$ cat src/rtl/alu_reg_sequencer.sv
// ---------------------------------------------------------------------------
// alu_reg_sequencer
//
// Multi-cycle control sequencer sitting between instruction fetch and the
// register-file/ALU datapath. One RV32I instruction is accepted per
// transaction over a valid/ready handshake and then walked through
// DECODE -> EXEC -> WB before the sequencer returns to IDLE.
//
// Supported instruction classes: R-type (0110011), I-type ALU (0010011)
// and conditional branches (1100011). Anything else, or an R-type with a
// funct7 other than 0000000/0100000, raises a one-cycle illegal pulse and
// the sequencer goes straight back to IDLE without a write.
//
// Ports:
//   clk, rst      rising-edge clock, asynchronous active-high reset
//   instr         instruction word, sampled only on an accepting edge
//   instr_valid   instr is valid
//   instr_ready   sequencer can accept an instruction
//   alu_result    ALU result from the datapath
//   alu_branch    ALU branch-condition output
//   rs1/rs2/rd    register addresses for the datapath
//   writeEnable   one-cycle register-file write strobe
//   reg_write     register-file write data (ALU result captured in EXEC)
//   ALU_source    0 = rs2 operand, 1 = immediate
//   opcode/funct3/funct7  instruction fields forwarded to the ALU
//   immediate     sign-extended immediate
//   done          one-cycle completion pulse
//   taken         branch outcome, valid while done is high
//   illegal       one-cycle unsupported-instruction pulse
//
// Every output is driven straight from a flop. The WB strobes (done,
// writeEnable, taken) are registered on the edge that ends WB, so they
// are visible in the cycle in which instr_ready has already returned.
// ---------------------------------------------------------------------------
module alu_reg_sequencer #(
    parameter int EXEC_CYCLES = 1
) (
    input  logic        clk,
    input  logic        rst,
    input  logic [31:0] instr,
    input  logic        instr_valid,
    output logic        instr_ready,
    input  logic [31:0] alu_result,
    input  logic        alu_branch,
    output logic [4:0]  rs1,
    output logic [4:0]  rs2,
    output logic [4:0]  rd,
    output logic        writeEnable,
    output logic [31:0] reg_write,
    output logic        ALU_source,
    output logic [6:0]  opcode,
    output logic [2:0]  funct3,
    output logic [6:0]  funct7,
    output logic [31:0] immediate,
    output logic        done,
    output logic        taken,
    output logic        illegal
);

    typedef enum logic [1:0] {
        IDLE   = 2'd0,
        DECODE = 2'd1,
        EXEC   = 2'd2,
        WB     = 2'd3
    } state_t;

    localparam logic [6:0] OP_R = 7'b0110011;
    localparam logic [6:0] OP_I = 7'b0010011;
    localparam logic [6:0] OP_B = 7'b1100011;

    // Value of the EXEC counter on the final EXEC edge.
    localparam logic [3:0] EXEC_LAST = 4'(EXEC_CYCLES - 1);

    state_t      state_q, state_d;
    logic [3:0]  cnt_q, cnt_d;
    logic [31:0] instr_q, instr_d;
    logic        branch_q, branch_d;

    logic        instr_ready_q, instr_ready_d;
    logic [4:0]  rs1_q, rs1_d;
    logic [4:0]  rs2_q, rs2_d;
    logic [4:0]  rd_q, rd_d;
    logic        write_enable_q, write_enable_d;
    logic [31:0] reg_write_q, reg_write_d;
    logic        alu_source_q, alu_source_d;
    logic [6:0]  opcode_q, opcode_d;
    logic [2:0]  funct3_q, funct3_d;
    logic [6:0]  funct7_q, funct7_d;
    logic [31:0] immediate_q, immediate_d;
    logic        done_q, done_d;
    logic        taken_q, taken_d;
    logic        illegal_q, illegal_d;

    // Field views of the captured instruction.
    logic [6:0]  cap_op;
    logic [2:0]  cap_f3;
    logic [6:0]  cap_f7;
    logic        is_r, is_i, is_b;
    logic        r_f7_ok, is_legal, is_write_class;

    always_comb begin
        cap_op         = instr_q[6:0];
        cap_f3         = instr_q[14:12];
        cap_f7         = instr_q[31:25];
        is_r           = (cap_op == OP_R);
        is_i           = (cap_op == OP_I);
        is_b           = (cap_op == OP_B);
        r_f7_ok        = (cap_f7 == 7'b0000000) || (cap_f7 == 7'b0100000);
        is_legal       = (is_r && r_f7_ok) || is_i || is_b;
        is_write_class = is_r || is_i;
    end

    // Next-state and next-output logic. Decoded fields hold their value
    // unless a legal instruction is being decoded; strobes default low.
    always_comb begin
        state_d        = state_q;
        cnt_d          = cnt_q;
        instr_d        = instr_q;
        branch_d       = branch_q;
        rs1_d          = rs1_q;
        rs2_d          = rs2_q;
        rd_d           = rd_q;
        reg_write_d    = reg_write_q;
        alu_source_d   = alu_source_q;
        opcode_d       = opcode_q;
        funct3_d       = funct3_q;
        funct7_d       = funct7_q;
        immediate_d    = immediate_q;
        write_enable_d = 1'b0;
        done_d         = 1'b0;
        taken_d        = 1'b0;
        illegal_d      = 1'b0;

        case (state_q)
            IDLE: begin
                if (instr_valid && instr_ready_q) begin
                    instr_d = instr;
                    state_d = DECODE;
                end
            end

            DECODE: begin
                if (is_legal) begin
                    rs1_d    = instr_q[19:15];
                    funct3_d = cap_f3;
                    opcode_d = cap_op;
                    if (is_r) begin
                        funct7_d     = cap_f7;
                        rs2_d        = instr_q[24:20];
                        rd_d         = instr_q[11:7];
                        immediate_d  = 32'd0;
                        alu_source_d = 1'b0;
                    end else if (is_i) begin
                        // Only the shift-immediates carry a meaningful funct7.
                        funct7_d     = ((cap_f3 == 3'b001) || (cap_f3 == 3'b101)) ? cap_f7 : 7'd0;
                        rs2_d        = 5'd0;
                        rd_d         = instr_q[11:7];
                        immediate_d  = {{20{instr_q[31]}}, instr_q[31:20]};
                        alu_source_d = 1'b1;
                    end else begin
                        funct7_d     = 7'd0;
                        rs2_d        = instr_q[24:20];
                        rd_d         = 5'd0;
                        immediate_d  = {{19{instr_q[31]}}, instr_q[31], instr_q[7],
                                        instr_q[30:25], instr_q[11:8], 1'b0};
                        alu_source_d = 1'b0;
                    end
                    cnt_d   = 4'd0;
                    state_d = EXEC;
                end else begin
                    illegal_d = 1'b1;
                    state_d   = IDLE;
                end
            end

            EXEC: begin
                if (cnt_q == EXEC_LAST) begin
                    reg_write_d = alu_result;
                    branch_d    = alu_branch;
                    cnt_d       = 4'd0;
                    state_d     = WB;
                end else begin
                    cnt_d = cnt_q + 4'd1;
                end
            end

            WB: begin
                done_d         = 1'b1;
                write_enable_d = is_write_class && (instr_q[11:7] != 5'd0);
                taken_d        = is_b && branch_q;
                state_d        = IDLE;
            end

            default: begin
                state_d = IDLE;
            end
        endcase

        // Ready is registered from the next state so that a new accept can
        // happen on the edge right after the one that leaves WB.
        instr_ready_d = (state_d == IDLE);
    end

    // State and output registers; reset drops any in-flight instruction.
    always_ff @(posedge clk or posedge rst) begin
        if (rst) begin
            state_q        <= IDLE;
            cnt_q          <= 4'd0;
            instr_q        <= 32'd0;
            branch_q       <= 1'b0;
            instr_ready_q  <= 1'b0;
            rs1_q          <= 5'd0;
            rs2_q          <= 5'd0;
            rd_q           <= 5'd0;
            write_enable_q <= 1'b0;
            reg_write_q    <= 32'd0;
            alu_source_q   <= 1'b0;
            opcode_q       <= 7'd0;
            funct3_q       <= 3'd0;
            funct7_q       <= 7'd0;
            immediate_q    <= 32'd0;
            done_q         <= 1'b0;
            taken_q        <= 1'b0;
            illegal_q      <= 1'b0;
        end else begin
            state_q        <= state_d;
            cnt_q          <= cnt_d;
            instr_q        <= instr_d;
            branch_q       <= branch_d;
            instr_ready_q  <= instr_ready_d;
            rs1_q          <= rs1_d;
            rs2_q          <= rs2_d;
            rd_q           <= rd_d;
            write_enable_q <= write_enable_d;
            reg_write_q    <= reg_write_d;
            alu_source_q   <= alu_source_d;
            opcode_q       <= opcode_d;
            funct3_q       <= funct3_d;
            funct7_q       <= funct7_d;
            immediate_q    <= immediate_d;
            done_q         <= done_d;
            taken_q        <= taken_d;
            illegal_q      <= illegal_d;
        end
    end

    always_comb begin
        instr_ready = instr_ready_q;
        rs1         = rs1_q;
        rs2         = rs2_q;
        rd          = rd_q;
        writeEnable = write_enable_q;
        reg_write   = reg_write_q;
        ALU_source  = alu_source_q;
        opcode      = opcode_q;
        funct3      = funct3_q;
        funct7      = funct7_q;
        immediate   = immediate_q;
        done        = done_q;
        taken       = taken_q;
        illegal     = illegal_q;
    end

endmodule

$ cat config.mk
export PLATFORM = sky130hd
export DESIGN_NAME = alu_reg_sequencer
export DESIGN_NICKNAME = d
export VERILOG_FILES = /design/src/rtl/alu_reg_sequencer.sv
export SDC_FILE = /design/constraint.sdc
export NUM_CORES = 1
export LEC_CHECK = 0
export ABC_AREA = 1
export BUFFER_PORTS_ARGS = -buffer_cell sky130_fd_sc_hd__buf_2
export CAP_MARGIN = 0
export CORE_ASPECT_RATIO = 0.7
export CORE_MARGIN = 4
export CORE_UTILIZATION = 40
export CTS_CLUSTER_SIZE = 16
export DETAILED_ROUTE_END_ITERATION = 10
export PLACE_DENSITY = 0.65
export SLEW_MARGIN = 20
export SYNTH_ARGS = -nofsm -noshare
export SYNTH_HDL_FRONTEND = slang
export SYNTH_SLANG_ARGS = --single-unit
$ cat constraint.sdc
create_clock -name clk -period 8.5 [get_ports clk]
set_clock_uncertainty 0.2 [all_clocks]
set_input_delay 1.275 -clock clk [delete_from_list [all_inputs] [get_ports clk]]
set_output_delay 1.275 -clock clk [all_outputs]
set_load 0.05 [all_outputs]
Word level (Yosys, flattened, before mapping) --
Cells that the tools add are included.
Operators by class: add/sub/neg operators 1, mux-type cells 23, reduce and logical (&&, ||, !) cells 19, equal/unequal tests 10
Operators with widths (count):
- $mux 32 | 1
- $mux 7 | 3
- $mux 5 | 4
- $eq 7x6->1 const B | 2
- $mux 12 | 1
- $mux 4 | 2
- $pmux 2 s4 | 1
- $pmux 4 s2 | 1
- $reduce_and 2->1 | 4
- $eq 7x5->1 const B | 1
- $eq 7x7->1 const B | 1
- $logic_not 7->1 | 1
- $mux 1 | 7
- $mux 2 | 3
- $logic_or 1x1->1 | 5
- $reduce_bool 5->1 | 1
- $add 4x1->4 const B | 1
- $eq 2x2->1 const B | 2
- $logic_and 1x1->1 | 4
- $logic_not 2->1 | 2
- $logic_not 4->1 | 1
- $eq 3x1->1 const B | 1
- $eq 3x3->1 const B | 1
- $eq 2x1->1 const B | 1
- other kinds (2) | 2
Word-level totals: bits in registers 141, input bits 68, output and inout port bits 102

Depth between registers and ports, before layout --
Gate-level depths: netlist (run 1).
depth after elaboration 8, depth in mapped cells 11, gate-level depth less buffers 9

Worst setup path before layout (run 1) --
Ideal clock, no wire load.
path kind reg-to-output, start register immediate[30] (netlist name), end output immediate[13], path buffers 1, cell stages (with the launch flop) 2, data arrival time 1.217 ns, slack 5.808 ns, required time 7.025 ns, cells stage by stage dfrtp_1 -> buf_4
RTL lines:
- to (decl) | RTL line 54 | output logic [31:0] immediate,

Worst setup path after layout (run 1) --
start input instr_valid, end register instr_q[6]
Between the ends: cells in the longest elaborated chain, start to end 2
Ends and longest elaborated chain:
- from (decl) | RTL line 41 | input logic instr_valid,
- $logic_and 1x1->1 | RTL line 136 | if (instr_valid && instr_ready_q) begin
- $reduce_and 2->1 (no source line)
- to (signal assigned) | RTL line 228 | instr_q <= instr_d;
- to (decl) | RTL line 76 | logic [31:0] instr_q, instr_d;
No other way between the ends. A chain may end at the register's enable or synchronous reset.

==> results of run 1 <==
[layout make-up]
cell class	instances	area, sq um
Clock buffer	22	484
Clock inverter	8	70.1
Fill cell	1163	5980
Inverter	27	104
Multi-Input combinational cell	329	1660
Sequential cell	122	3050
Tap cell	162	203
Timing Repair Buffer	171	865
[routing by layer]
layer	up-vias	wire length [microns]
met5	-	0
met4	0	115
met3	8	900
met2	120	5700
met1	1945	5460
li1	1944	-
[worst min path at each step]
| stage | from | end | slack [ns] | depth (start not counted) |
|---|---|---|---|---|
| 2_1_floorplan | instr_q[0]$_DFFE_PP0P_ | instr_q[0]$_DFFE_PP0P_ | 0.25 | 2 |
| 3_3_place_gp | opcode[1]$_DFFE_PP0P_ | opcode[1]$_DFFE_PP0P_ | 0.25 | 2 |
| 3_5_place_dp | opcode[0]$_DFFE_PP0P_ | opcode[0]$_DFFE_PP0P_ | 0.25 | 2 |
| 4_1_cts | opcode[0]$_DFFE_PP0P_ | opcode[0]$_DFFE_PP0P_ | 0.26 | 2 |
| 5_1_grt | opcode[0]$_DFFE_PP0P_ | opcode[0]$_DFFE_PP0P_ | 0.29 | 2 |
| 6_report | opcode[0]$_DFFE_PP0P_ | opcode[0]$_DFFE_PP0P_ | 0.26 | 2 |
[stage by stage]
step                      cell area [sq um]  setup slack [ns]  power (mW)  cells
final                                  6440              5.33        2.85    841
after global routing                   6440              5.02        3.02    841
after CTS                              6440              5.30        2.88    841
after floorplan                        5070              3.78        1.95    517
after global placement                 5880              4.99        2.18    811
after detailed placement               5880              4.89        2.21    811
[flip-flops by register name, summed over array words and instances (netlist names)]
| register | cells |
|---|---|
| ALU_source | 1 |
| branch_q | 1 |
| cnt_q | 4 |
| done | 1 |
| funct3 | 3 |
| funct7 | 7 |
| illegal | 1 |
| immediate | 13 |
| instr_q | 32 |
| instr_ready | 1 |
| opcode | 7 |
| rd | 5 |
| reg_write | 32 |
| rs1 | 5 |
| rs2 | 5 |
| state_q | 2 |
| taken | 1 |
| writeEnable | 1 |
[critical path, stage by stage]
cell and delay (ns):
buf_2 0.07, nand4_1 0.76, inv_2 0.91, o21ai_0 0.17
[layout by cell type, fill, tap and decap left out, types with 3 or more instances in the layout]
cell and count:
nor2_1 10, nand2_1 193, o21ai_0 35, inv_2 3, dfrtp_1 122, buf_2 169, clkbuf_16 17, clkinv_2 5
o21ai_1 11, mux2_1 4, nand3_1 26, clkbuf_8 4, mux2_2 29, inv_1 23
[logic make-up (layout without fill, tap and decap cells)]
logic type,after synthesis,in the layout,share of synthesized area
buffers and inverters,66,228,0.0696
AO/OA/AOI/OAI,51,51,0.0526
XOR/XNOR,1,1,0.00173
AND/OR/NAND/NOR,242,242,0.195
multiplexers,33,33,0.0733
adder cells (fa/ha/maj),2,2,0.00494
flip-flops,122,122,0.602
[power breakdown]
part           total [mW]  switching [mW]  internal [mW]
logic                1.24           0.951          0.286
clock network       0.664           0.238          0.426
registers           0.952           0.148          0.804
==> key figures, run 1 <==
Floorplan
  – Die Wd: 143 microns
  – # rows: 34
  – Die height: 102 microns
  – Initial core utilization: 0.408
  – Die area: 0.0146 sq mm
  – I/O pins: 170
  – Core area: 0.0124 sq mm

Synth
  – Cell variety after synth: 29
  – Post-synth EDFFs: 0
  – Synth Area per Inst: 9.80 sq um
  – Top-count cell post-synth: nand2_1
  – Seq/Total Area, Yosys: 0.602
  – Top post-synthesis cells by area: dfrtp_1 60%, nand2_1 14%, mux2_2 6.4%
  – FF+latch count, synth: 122
  – Asr flop ratio synth: 1.00
  – Top-area cell type share of the netlist area: 0.602
  – Post-Syn Nets: 587
  – Cell Area, Synth: 0.00507 sq mm
  – Top cells by count, synth: 193 x nand2_1, 122 x dfrtp_1, 35 x o21ai_0
  – Ys Warns: 0
  – Most used DFF post-synth: dfrtp_1
  – Area leader, netlist: dfrtp_1
  – Cell count after synthesis: 517

Cells and area
  – Diodes inserted: 0
  – Final nets: 738
  – Post-layout util: 0.518
  – Share of cells above drive strength 1: 0.355
  – Area Overhead vs Synth: 27.1%

Place
  – Routability cong.: 0.841
  – IO buf count: 169
  – Post-DP HPWL: 8620 microns

Route
  – Post-DR wirelength/cell: 14.5 microns
  – DR vias: 4017
  – Post-detailed-route count of antenna-violating nets: 0
  – Initial DRC Count: 287
  – Length of the first detailed-routing pass in iterations: 5
  – Total Wirelength: 12200 microns
  – # DRC: 0
  – Vias per std cell: 4.78

Setup path
  – RR Startpoint: state_q[0]$_DFF_PP0_
  – Reg2Reg Capture Point: instr_q[6]$_DFFE_PP0P_
  – Setup slack, reg-to-reg: 5.77 ns
  – WP data required: 8.54 ns
  – CP Data Arrival Time: 3.21 ns
  – Startpoint Class: primary input
  – CP Max Fanout: 44
  – CP Capture Type: flop
  – Depth of the worst register-to-register path: 4
  – CP endpoint: instr_q[6]$_DFFE_PP0P_
  – Worst Setup SP: instr_valid
  – Setup CP Type: primary input to flop

Global routing
  – Antenna violations before repair: 0
  – First-pass GRT wire length: 19900 microns
  – Met3 global-route usage: 0.0627
  – Vias in the first global route: 4010
  – Tot GR Track Use: 0.175
  – Largest net degree at the start of global routing: 81
  – Grt total ovfl: 0
  – Met2 usage in global routing: 0.267
  – Global routing's busiest layer: met2
  – Met1 Track Usage GR: 0.240

STA
  – # setup viols final: 0
  – Worst-Margin Slew: 0.986 ns
  – Fmax: 316 MHz
  – Final period demand of the worst path: 3.17 ns
  – Unrepaired setup endpoints after global routing: no
  – Setup TNS: 0 ns
  – Post-route clock period utilization: 0.373
  – Final Hold Vio Count: 0
  – Slew Limit Fails: 0
  – Max_slew headroom: 0.341
  – Min Hold Slack: 0.258 ns

CTS
  – Post-CTS Setup Bufs: 0
  – Cts hold-fix bufs: 0
  – CTS buffer count: 17
  – Root buffer cell: clkbuf_16
  – Worst-Skew Late Latency: 0.40 ns
  – CTS max path bufs: 2
  – Clk sink count: 122
  – H-tree levels: 4
  – CTS tree: done
  – Cts repair resizes: 0
  – Reg clk slew, reported paths: 0.05 ns

Power
  – Leakage power: 3.52 nW
  – Peak VDD IR: 0.000295 V
  – Cell Pwr Density: 443 mW/mm^2

Min path
  – Hold crit path type: flop to flop

Outcome
  – Status: finished clean

Run
  – Max-cap violations: 0
Note: power is estimated with default switching activity, not from simulation.
==> inputs of run 2 (changes only) <==
ABC_AREA = 0   (was 1)
clock period = 3.05 ns   (was 8.5 ns; I/O delays follow)
==> run 2 against run 1 <==
Effect of this change: worst hold slack got worse by 0.26 ns; cell area increased by 2.5%; power increased to 2.7 times the previous value; critical path depth increased by 2; setup slack got worse by 4.6 ns; synthesized cell count decreased by 26%; the flow now finishes with violations (negative hold slack); largest cell class unchanged; critical path type is now flop to flop; die area increased by 0.42%; final cell count decreased by 14%; sequential power increased to 2.7 times the previous value.
==> key figures, run 2 <==
Floorplan
  – # rows: 34 (unchanged)
  – Die area: 0.0146 sq mm (+0.42%)
  – Die height: 102 microns (+0.21%)
  – Die Wd: 143 microns (+0.21%)
  – Core area: 0.0124 sq mm (unchanged)
  – Initial core utilization: 0.410 (+0.00181)
  – I/O pins: 170 (unchanged)

Cells and area
  – Commonest non-fill, non-tap cell in the layout: buf_2
  – Most frequent cells in the layout: 169 x buf_2, 122 x dfrtp_1, 82 x mux2_2, 28 x inv_1
  – # fillers: 1106 (-4.9%)
  – Area Overhead vs Synth: 29.7%
  – Final nets: 617 (-16%)
  – Register area: 0.00305 sq mm (unchanged)
  – Multi-input logic area: 0.00171 sq mm (+2.6%)
  – Share of cells above drive strength 1: 0.532 (+0.177)
  – Diodes inserted: 0 (unchanged)

Route
  – Initial DRC Count: 111 (-61%)
  – Length of the first detailed-routing pass in iterations: 4 (-1)
  – Post-detailed-route count of antenna-violating nets: 0 (unchanged)
  – # DRC: 0 (unchanged)
  – DR vias: 3377 (-16%)
  – Vias per std cell: 4.69 (-1.8%)
  – Post-DR wirelength/cell: 15.7 microns (+8.2%)
  – Total Wirelength: 11300 microns (-7.3%)

Power
  – Switching Share: 0.422 (-0.0466)
  – Leakage power: 3.29 nW (-6.4%)
  – Flop pwr share: 0.337 (+0.003)
  – P_int: 4.47 mW (+200%)
  – Sw Pwr: 3.27 mW (+140%)
  – Comb power frac: 0.409 (-0.025)
  – Clock Power Share: 0.254 (+0.021)
  – Peak VDD IR: 0.000741 V (+150%)
  – Cell Pwr Density: 1170 mW/mm^2 (+160%)

Synth
  – Top post-synthesis cells by area: dfrtp_1 60%, mux2_2 18%, mux2i_1 4.9%
  – Area leader, netlist: dfrtp_1
  – Most used DFF post-synth: dfrtp_1
  – Post-synth EDFFs: 0 (unchanged)
  – Synth Area per Inst: 13.2 sq um (+35%)
  – Asr flop ratio synth: 1.00 (unchanged)
  – Seq/Total Area, Yosys: 0.600 (-0.00267)
  – Top-area cell type share of the netlist area: 0.600 (-0.00267)
  – FF+latch count, synth: 122 (unchanged)
  – Cell Area, Synth: 0.00509 sq mm (+0.44%)
  – Cell count after synthesis: 385 (-26%)
  – Cell variety after synth: 33 (+14%)
  – Top-count cell post-synth: dfrtp_1
  – Ys Warns: 0 (unchanged)
  – Top cells by count, synth: 122 x dfrtp_1, 82 x mux2_2, 29 x inv_1
  – Post-Syn Nets: 455 (-22%)

STA
  – Setup TNS: 0 ns (unchanged)
  – Worst-Margin Slew: 0.666 ns (-0.320 ns)
  – Max_slew headroom: 0.556 (+0.215)
  – Fmax: 423 MHz
  – Post-route clock period utilization: 0.775
  – Final Hold Vio Count: 2 (+2)
  – Fin worst setup slack: 0.686 ns (-4.65 ns)
  – Unrepaired setup endpoints after global routing: no
  – # setup viols final: 0 (unchanged)
  – Slew Limit Fails: 0 (unchanged)
  – Final period demand of the worst path: 2.36 ns
  – Min Hold Slack: -0.00472 ns (-0.262 ns)

CTS
  – H-tree levels: 4 (unchanged)
  – Root buffer cell: clkbuf_16
  – CTS buffer count: 17 (unchanged)
  – Post-CTS Setup Bufs: 0 (unchanged)
  – Clk sink count: 122 (unchanged)
  – Worst-Skew Late Latency: 0.40 ns (about the same)
  – Reg clk slew, reported paths: 0.05 ns (about the same)
  – Cts hold-fix bufs: 0 (unchanged)
  – CTS max path bufs: 2 (unchanged)
  – Cts repair resizes: 0 (unchanged)
  – CTS tree: done

Run
  – Max-cap violations: 0 (unchanged)

Outcome
  – Violated checks: negative hold slack
  – Status: finished with violations

Global routing
  – Vias in the first global route: 3460 (-14%)
  – Antenna violations before repair: 1 (+1)
  – Grt total ovfl: 0 (unchanged)
  – First-pass GRT wire length: 18000 microns (-9.7%)
  – Largest net degree at the start of global routing: 123 (+52%)
  – Tot GR Track Use: 0.159 (-0.0163)

Setup path
  – Setup CP Type: flop to flop
  – CP Capture Type: flop
  – CP Data Arrival Time: 2.48 ns (-0.73 ns)
  – Startpoint Class: flop
  – WP data required: 3.16 ns (-5.38 ns)
  – CP Max Fanout: 16 (-64%)
  – Setup slack, reg-to-reg: 0.69 ns (-5.08 ns)

Place
  – Post-DP HPWL: 8030 microns (-6.8%)
  – Routability cong.: 0.781 (-7.1%)
  – IO buf count: 169 (unchanged)
  – Dpl ws: 0.694 ns (-4.20 ns)

Min path
  – Hold crit path type: primary input to asynchronous set/reset pin
==> run 2: cell count changes after synthesis, moves of 4 or more <==
cell	previous run	this run
mux2_2	29	82
mux2i_1	0	25
nand2b_1	0	9
o21ai_1	11	0
clkbuf_1	8	4
o21ai_0	35	15
nand3_1	26	2
mux2_1	4	0
nand2_1	193	25
nor2b_1	0	5
inv_1	24	29
buf_4	19	23
==> run 2: final timing paths <==
| path | startpoint | endpoint | cells after the start |
|---|---|---|---|
| min | rst | instr_q[20]$_DFFE_PP0P_ | 3 |
| max reg2reg | instr_q[26]$_DFFE_PP0P_ | immediate[5]$_DFFE_PP0P_ | 6 |
| min reg2reg | opcode[0]$_DFFE_PP0P_ | opcode[0]$_DFFE_PP0P_ | 1 |
| max in group asynchronous | rst | reg_write[30]$_DFFE_PP0P_ | 3 |
| min in group clk | instr[14] | instr_q[14]$_DFFE_PP0P_ | 2 |
| max | instr_q[26]$_DFFE_PP0P_ | immediate[5]$_DFFE_PP0P_ | 6 |
==> run 2: power by group through the flow <==
stage          clock (mW)  combinational, mW  sequential, mW
2_1_floorplan           0               1.32            3.81
3_3_place_gp            0               3.16            2.60
3_5_place_dp            0               3.20            2.63
4_1_cts              2.02               3.21            2.62
5_1_grt              2.08               3.36            2.70
6_report             1.96               3.17            2.61
==> run 2: stage by stage <==
stage	instance area, sq um	std cells	hold WS (ns)	power [mW]	util
finish	6600	720	-0.00472	7.74	0.531
global route	6600	720	0.0732	8.14	0.531
CTS	6600	720	0.0634	7.85	0.531
detailed placement	6010	690	0.263	5.83	0.484
global placement	6010	690	0.254	5.76	0.484
floorplan	5090	385	0.275	5.13	-
==> run 2: kinds of logic (layout without fill, tap and decap cells) <==
kind of cell    count (synthesis)  count (layout)  synth area share
compound gates                 21              21            0.0243
xor+xnor                        1               1           0.00172
fa+ha+maj                       2               2           0.00492
buf+inv                        64             237            0.0661
flops                         122             122             0.600
mux                           107             107             0.231
simple gates                   68              68            0.0725
==> run 2: layout make-up <==
| cell class | count | area share |
|---|---|---|
| Sequential cell | 122 | 0.463 |
| Multi-Input combinational cell | 199 | 0.258 |
| Timing Repair Buffer | 178 | 0.142 |
| Clock buffer | 23 | 0.0755 |
| Tap cell | 162 | 0.0307 |
| Inverter | 29 | 0.0171 |
| Clock inverter | 7 | 0.0136 |
==> run 2: critical path: stages, from the launching register on <==
cell and delay, ns:
dfrtp_1 0.40, nor4_1 0.48, a211oi_2 0.18, nor3_4 0.22
buf_4 0.26, buf_4 0.31, mux2i_1 0.23
==> run 2: per-layer routing <==
| layer | vias to the layer above | part of all wire | global-route usage |
|---|---|---|---|
| li1 | 1608 | - | - |
| met1 | 1641 | 0.45 | 0.212 |
| met2 | 108 | 0.44 | 0.234 |
| met3 | 18 | 0.084 | 0.0603 |
| met4 | 2 | 0.016 | 0.0636 |
| met5 | - | 0.0018 | 0 |
==> inputs of run 3 (changes only) <==
PLACE_DENSITY = 0.67   (was 0.65)
clock period = 1.93 ns   (was 3.05 ns; I/O delays follow)
==> run 3 against run 2 <==
Effect of this change: the flow finishes with violations (negative setup slack); core utilization rose by 8.8 points; die area unchanged; sequential cell count did not move; power rose by 64%; cell area grew 16%; combinational power rose by 74%; fmax grew 19%; sequential share of layout area fell by 6.5 points; via count increased by 8.6%; routed wire length increased by 13%.
==> key figures, run 3 (synthesis results as in run 2) <==
CTS
  – CTS buffer count: 17 (unchanged)
  – CTS tree: done
  – CTS max path bufs: 2 (unchanged)
  – H-tree levels: 4 (unchanged)
  – Worst-Skew Late Latency: 0.40 ns (about the same)
  – Clk sink count: 122 (unchanged)
  – Reg clk slew, reported paths: 0.05 ns (about the same)
  – Root buffer cell: clkbuf_16

Floorplan
  – Die Wd: 143 microns (unchanged)
  – Initial core utilization: 0.410 (unchanged)
  – I/O pins: 170 (unchanged)
  – # rows: 34 (unchanged)
  – Die area: 0.0146 sq mm (unchanged)
  – Die height: 102 microns (unchanged)
  – Core area: 0.0124 sq mm (unchanged)

Global routing
  – Largest net degree at the start of global routing: 80 (-35%)
  – First-pass GRT wire length: 19400 microns (+7.8%)
  – Tot GR Track Use: 0.170 (+0.0117)
  – Antenna violations before repair: 0 (-1)
  – Vias in the first global route: 3812 (+10%)
  – Grt total ovfl: 0 (unchanged)

Setup path
  – RR Startpoint: instr_q[26]$_DFFE_PP0P_
  – CP Data Arrival Time: 2.06 ns (-0.42 ns)
  – CP Max Fanout: 7 (-9)
  – WP data required: 2.01 ns (-1.15 ns)
  – Depth of the worst register-to-register path: 6 (unchanged)
  – Reg2Reg Capture Point: ALU_source$_DFFE_PP0P_
  – CP Capture Type: flop
  – Worst Setup SP: instr_q[26]$_DFFE_PP0P_
  – Startpoint Class: flop
  – Setup slack, reg-to-reg: -0.05 ns (-0.74 ns)
  – Setup CP Type: flop to flop

Min path
  – Hold depth: 1
  – Hold crit path type: flop to flop
  – Worst hold start: opcode[0]$_DFFE_PP0P_
  – Hold EP: opcode[0]$_DFFE_PP0P_

Run
  – Max-cap violations: 0 (unchanged)

Cells and area
  – Final nets: 711 (+15%)
  – Area Overhead vs Synth: 51.1%
  – Post-Layout Cell Count: 816 (+13%)
  – # fillers: 953 (-14%)
  – Diodes inserted: 0 (unchanged)
  – Commonest non-fill, non-tap cell in the layout: buf_2
  – Share of cells above drive strength 1: 0.508 (-0.0246)
  – Most frequent cells in the layout: 169 x buf_2, 120 x dfrtp_1, 75 x mux2_2, 66 x dlygate4sd3_1, 27 x inv_1

STA
  – Final Hold Vio Count: 0 (-2)
  – Final period demand of the worst path: 1.98 ns (-0.383 ns)
  – Fmax: 505 MHz (+19%)
  – Slew Limit Fails: 0 (unchanged)
  – Fin worst setup slack: -0.0519 ns (-0.737 ns)
  – Setup TNS: -0.911 ns (-0.911 ns)
  – Post-route clock period utilization: 1.03 (+0.252)
  – # setup viols final: 33 (+33)
  – Worst-Margin Slew: 0.544 ns (-0.121 ns)
  – Max_slew headroom: 0.637 (+0.0808)
  – Unrepaired setup endpoints after global routing: yes

Place
  – Routability cong.: 0.751 (-3.9%)
  – Dpl cells: 707 (+2.5%)
  – IO buf count: 169 (unchanged)
  – Post-DP HPWL: 8250 microns (+2.7%)

Route
  – Total Wirelength: 12800 microns (+13%)
  – Initial DRC Count: 144 (+30%)
  – Vias per std cell: 4.50 (-4.1%)
  – DR vias: 3669 (+8.6%)
  – Post-detailed-route count of antenna-violating nets: 0 (unchanged)
  – Post-DR wirelength/cell: 15.7 microns (about the same)
  – Length of the first detailed-routing pass in iterations: 4 (unchanged)
  – # DRC: 0 (unchanged)

Power
  – Peak VDD IR: 0.00121 V (+63%)
  – Leakage power: 3.76 nW (+14%)
  – Cell Pwr Density: 1650 mW/mm^2 (+41%)

Outcome
  – Violated checks: negative setup slack
  – Status: finished with violations
[run 3: cell types whose count changed in the layout (fill, tap and decap cells not counted), sizes merged]
cell         change
dlygate4sd3     +66
buf             +24
clkbuf           +5
clkinv           +2
clkinvlp         -1
[run 3: metal layers]
metal | wire [microns] | global-route usage | vias to the layer above | part of all wire
li1 | - | - | 1798 | -
met1 | 5970 | 0.228 | 1744 | 0.47
met4 | 106 | 0.0482 | 0 | 0.0083
met2 | 5810 | 0.269 | 117 | 0.45
met5 | 0 | 0 | - | 0
met3 | 888 | 0.0538 | 10 | 0.069
[run 3: worst max-delay path, stage by stage, from the launching register on]
cell and delay, ns:
dfrtp_1 0.40, nor4_4 0.33, a211oi_2 0.15, nor3_4 0.16, buf_4 0.15, clkbuf_16 0.14
mux2_2 0.32
[run 3: how the worst max path moves through the flow]
stage	slack, ns	cells after the start	to
after detailed placement	-0.11	5	immediate[2]$_DFFE_PP0P_
after floorplan	-0.06	1	ALU_source$_DFFE_PP0P_
after CTS	-0.03	6	immediate[6]$_DFFE_PP0P_
after global placement	-0.06	5	immediate[1]$_DFFE_PP0P_
after global routing	-0.13	6	immediate[3]$_DFFE_PP0P_
final	-0.05	6	ALU_source$_DFFE_PP0P_
[run 3: layout make-up]
type | instances | area [sq um] | share of cell area
Sequential cell | 122 | 3060 | 0.397
Clock buffer | 24 | 482 | 0.0627
Multi-Input combinational cell | 199 | 1790 | 0.233
Tap cell | 162 | 203 | 0.0264
Clock inverter | 8 | 92.6 | 0.0120
Timing Repair Buffer | 272 | 1950 | 0.254
Inverter | 29 | 113 | 0.0146
[run 3: where the power goes]
| group | internal [mW] | switching, mW | leakage, nW |
|---|---|---|---|
| registers | 3.50 | 0.630 | 1.54 |
| logic | 1.88 | 3.62 | 1.94 |
| clock network | 1.99 | 1.08 | 0.284 |
[run 3: metrics by stage]
stage	instance area (sq um)	power, mW	hold slack (ns)	util	worst slack (ns)
2_1_floorplan	5110	8.12	0.240	-	-0.0568
3_3_place_gp	6200	9.34	0.254	0.499	-0.0585
3_5_place_dp	6200	9.45	0.259	0.499	-0.113
4_1_cts	7470	12.7	0.271	0.602	-0.0282
5_1_grt	7690	13.3	0.305	0.619	-0.130
6_report	7690	12.7	0.279	0.619	-0.0519
[run 3: timing repair]
action | in CTS | in global routing
hold endpoints to repair | 187 | 0
gates cloned | 0 | 5
buffers inserted | 2 | 4
resized for setup | 5 | 20
pin swaps | 1 | 2
hold buffers | 66 | 0
setup endpoints to repair | 46 | 99
